--- src/rtl/add_sub_acc.sv ---
// add_sub_acc: handshaked add/subtract accumulator.
// One operand is accepted in IDLE, applied to the accumulator in EXEC and the
// result is presented in HOLD until the downstream side accepts it.
// Subtraction is done as acc + ~operand + 1, so op doubles as the carry-in
// and cout reads as "no borrow" for subtracts.
module add_sub_acc #(
  parameter int WIDTH = 4
) (
  input  logic             clk,
  input  logic             rst,
  input  logic             in_valid,
  output logic             in_ready,
  input  logic             op,
  input  logic [WIDTH-1:0] operand,
  input  logic             clear,
  output logic [WIDTH-1:0] acc,
  output logic             cout,
  output logic             ovf,
  output logic             out_valid,
  input  logic             out_ready,
  output logic [3:0]       op_count
);

  typedef enum logic [1:0] {
    IDLE,
    EXEC,
    HOLD
  } state_t;

  state_t state_q, state_d;

  logic             accept;
  logic [WIDTH-1:0] operand_q;
  logic             op_q;
  logic [WIDTH-1:0] effOperand;
  logic [WIDTH:0]   sum;
  logic             ovfCalc;

  logic [WIDTH-1:0] acc_q;
  logic             cout_q;
  logic             ovf_q;
  logic [3:0]       opCount_q;

  // An operand is taken only on an edge where we advertise readiness.
  assign accept = in_valid && in_ready;

  // State register; reset drops any in-flight operation immediately.
  always_ff @(posedge clk or posedge rst) begin
    if (rst) begin
      state_q <= IDLE;
    end else begin
      state_q <= state_d;
    end
  end

  // Next-state logic: IDLE waits for an accepted operand, EXEC always lasts
  // one cycle, HOLD waits for the consumer.
  always_comb begin
    state_d = state_q;
    case (state_q)
      IDLE: if (accept) state_d = EXEC;
      EXEC: state_d = HOLD;
      HOLD: if (out_ready) state_d = IDLE;
      default: state_d = IDLE;
    endcase
  end

  // Handshake outputs; a pending clear or an active reset masks readiness.
  always_comb begin
    in_ready  = (state_q == IDLE) && !clear && !rst;
    out_valid = (state_q == HOLD);
  end

  // Capture the operation on the accept edge so later input changes are ignored.
  always_ff @(posedge clk or posedge rst) begin
    if (rst) begin
      operand_q <= '0;
      op_q      <= 1'b0;
    end else if (accept) begin
      operand_q <= operand;
      op_q      <= op;
    end
  end

  // Adder: invert the operand for subtract and feed op in as the carry.
  // Overflow is judged on the effective operands actually entering the adder.
  always_comb begin
    effOperand = op_q ? ~operand_q : operand_q;
    sum        = {1'b0, acc_q} + {1'b0, effOperand} + {{WIDTH{1'b0}}, op_q};
    ovfCalc    = (acc_q[WIDTH-1] == effOperand[WIDTH-1]) &&
                 (sum[WIDTH-1] != acc_q[WIDTH-1]);
  end

  // Accumulator, flags and operation counter: cleared on request while idle,
  // updated once per operation on the EXEC edge, otherwise held.
  always_ff @(posedge clk or posedge rst) begin
    if (rst) begin
      acc_q     <= '0;
      cout_q    <= 1'b0;
      ovf_q     <= 1'b0;
      opCount_q <= 4'd0;
    end else if (state_q == IDLE && clear) begin
      acc_q     <= '0;
      cout_q    <= 1'b0;
      ovf_q     <= 1'b0;
      opCount_q <= 4'd0;
    end else if (state_q == EXEC) begin
      acc_q     <= sum[WIDTH-1:0];
      cout_q    <= sum[WIDTH];
      ovf_q     <= ovfCalc;
      opCount_q <= opCount_q + 4'd1;
    end
  end

  assign acc      = acc_q;
  assign cout     = cout_q;
  assign ovf      = ovf_q;
  assign op_count = opCount_q;

endmodule

--- config.mk ---
export PLATFORM = sky130hd
export DESIGN_NAME = add_sub_acc
export DESIGN_NICKNAME = d
export VERILOG_FILES = /design/src/rtl/add_sub_acc.sv
export SDC_FILE = /design/constraint.sdc
export NUM_CORES = 1
export LEC_CHECK = 0
export ABC_AREA = 1
export CORE_MARGIN = 5
export CORE_UTILIZATION = 51
export DETAILED_ROUTE_END_ITERATION = 8
export PLACE_DENSITY = 0.79
export SYNTH_ARGS = -nofsm -noshare
export SYNTH_HDL_FRONTEND = slang
export SYNTH_SLANG_ARGS = --single-unit
--- constraint.sdc ---
create_clock -name clk -period 2.8 [get_ports clk]
set_input_delay 0.56 -clock clk [delete_from_list [all_inputs] [get_ports clk]]
set_output_delay 0.56 -clock clk [all_outputs]
set_load 0.02 [all_outputs]
==> summary.md <==
| Metric | Value |
|---|---|
| CTS tree | built |
| Peak VDD IR | 0.0004930 V |
| Worst-path fanout max | 2 |
| Area of the die | 2689 um^2 |
| WP buf/inv | 2 |
| # hold bufs at CTS | 0 |
| Clock tree buffer depth | 2 |
| # diodes | 0 |
| Vias in the first global route | 739 |
| Post-route ant nets | 0 |
| Setup Crit Path Kind | primary input to output port |
| Number of remaining DRC errors | 0 |
| Peak Freq | 0.4053 GHz |
| Final setup vio count | 0 |
| R2R depth | 10 |
| Min-delay src | cout |
| Largest stage delay on the critical path | 0.60 ns |
| Synth-to-layout area growth | 29.27% |
| Pwr/cell area | 640.7 nW/um^2 |
| Max Cap Viol | 0 |
| RSZ-0062 raised after global routing | no |
| Hold slack | 0.4930 ns |
| Worst slew pin tran | 0.2684 ns |
| Grt total ovfl | 0 |
| CP required | 2.24 ns |
| Post-CTS sizing | 0 |
| Routing usage on met1 | 0.1703 |
| I/O pin count | 22 |
| Seq/Total Area, Yosys | 0.4762 |
| Fin crit period | 2.468 ns |
| Worst-Skew Late Latency | 0.30 ns |
| Grt met3 use | 0.04585 |
| Final slew viol count | 0 |
| Post-Syn Area | 893.4 um^2 |
| Core Rows | 15 |
| Initial drt markers | 9 |
| Relative slew slack | 0.8198 |
| GR Util met2 | 0.2573 |
| Overall Global Routing Usage | 0.1545 |
| Area contributors post-synth | dfrtp_1 (48%), nand2_1 (14%), inv_1 (5.9%), ha_1 (5.6%), o21ai_0 (3.9%) |
| Die H | 51.86 um |
| DIE WIDTH | 51.86 um |
| Asr flop ratio synth | 1.000 |
| R2R Setup Slk | 1.13 ns |
| DRT Pass-1 Iters | 4 |
| Initial Utilization | 0.5289 |
| Final WL | 1717 um |
| Hold Path End | cout |
| Most frequent CP cell | clkdlybuf4s50_1 |
| Primary FF master, synth | dfrtp_1 |
| Ys Warns | 0 |
| Final setup TNS | 0 ns |
| Worst-path cell chain | clkdlybuf4s50_1 -> nor2_2 -> and3_4 -> clkdlybuf4s50_1 |
| Postcts setup bufs | 0 |
| Syn avg cell area | 8.349 um^2 |
| Outcome | complete, no violations |
| Most frequent cells after synthesis | nand2_1 (33), dfrtp_1 (17), inv_1 (14) |
| PortBufs | 21 |
| Worst-case clock skew | 0.007515 ns |
| Largest net degree at the start of global routing | 18 |
| Initial antenna violation count | 0 |
| Slowest CP cell | clkdlybuf4s50_1 |
| Post-synth top area share | 0.4762 |
| Total CTS buffers | 3 |
| Via density | 5.054 |
| Hold crit path type | flop to flop |
| Clk sinks | 17 |
| Post-DP HPWL | 1342 um |
| Crit path max-delay family | buffers and inverters |
| Routed WL per cell | 11.52 um |
| Worst-path clk slew | 0.10 ns |
| First-pass GRT wire length | 3063 um |
| Hold Fails Final Rpt | 0 |
| Gr busiest metal | met2 |
| Share of post-route cells with drive strength above 1 | 0.1061 |
| Crit. End Element | output port |
| Power Total | 740.0 uW |
| CP Launch Type | primary input |
| Layout Nets | 148 |
| Syn Inst Count | 107 |
| Crit path from | clear |
| Clk Tree Root Cell | clkbuf_4 |
| Core area | 1689 um^2 |
| Most common cell in the synthesized netlist | nand2_1 |
| Mapped Nets | 122 |
| Synth unique cells | 22 |
| Placer Congestion | 0.7795 |
| Arr. time, crit path | 1.91 ns |
| Vias | 753 |
| Final period utilization | 0.8813 |
| Crit Reg-Reg Endpoint | ovf |
| Number of synthesized flops with an enable pin | 0 |
| # H-tree levels | 1 |
| Flop and latch count out of synthesis | 17 |
| Launch point of the worst reg-to-reg path | op_q |
| Pleak | 0.0005918 uW |
| Hold Crit Depth | 2 |
| Largest area contributor in the netlist | dfrtp_1 |
per-layer routing:
layer	vias up	routed length [um]
li1	384	-
met4	0	42
met5	-	0
met2	18	817
met3	6	115
met1	345	743
cell families after synthesis:
family                     count (synthesis)  synth area share
and+or+nand+nor                           48            0.2423
buffers and inverters                     19           0.08403
DFF                                       17            0.4762
AOI/OAI and AO/OA                         15           0.08964
adders and majority gates                  5           0.07843
xor gates and xnor gates                   3           0.02942
state kept, by name, summed over array words and instances, names as in the netlist:
register and cells:
cout 1, op_count 4, acc 4, operand_q 4, ovf 1, op_q 1
state_q 2
power breakdown:
group          internal, uW  leakage [uW]  switching [uW]
registers               284      0.000226            39.4
logic                   127      0.000348             153
clock network          53.3     0.0000177            83.0
worst reg2reg max path, delay by kind of cell (launching register included):
kind	cells	cell delay, ns
and+or+nand+nor	6	0.46
xor gates and xnor gates	1	0.27
DFF	1	0.46
buffers and inverters	2	0.12
adders and majority gates	1	0.27
metrics by stage:
step                      area, um^2    util  cells  worst slack (ns)
after CTS                       1155  0.6837    149            0.3196
after global routing            1155  0.6837    149            0.3006
after global placement          1127  0.6674    145            0.3426
after floorplan                893.4       -    107            0.9780
after detailed placement        1127  0.6674    145            0.3196
final                           1155  0.6837    149            0.3325
layout by cell type (no fill, tap or decap), drive strengths merged, types with 2 or more instances in the layout:
cell            n
nand2          34
clkdlybuf4s50  21
inv            18
dfrtp          17
o21ai           9
nor2            7
nand3           5
a21oi           4
ha              4
clkbuf          3
xor2            2
final cells by class:
cell class,instances,area (um^2)
fill,140,534.3
multi-input combinational,71,392.9
clock buffer,3,22.52
sequential,17,425.4
tap,17,21.27
inverter,18,70.07
clock inverter,1,5.005
timing repair buffer,22,217.7
worst max-delay path by stage:
stage / cells after the start / end
6_report: 4 / in_ready
5_1_grt: 4 / in_ready
4_1_cts: 4 / in_ready
3_5_place_dp: 4 / in_ready
3_3_place_gp: 4 / in_ready
2_1_floorplan: 2 / in_ready
(Power assumes the default switching activity.)
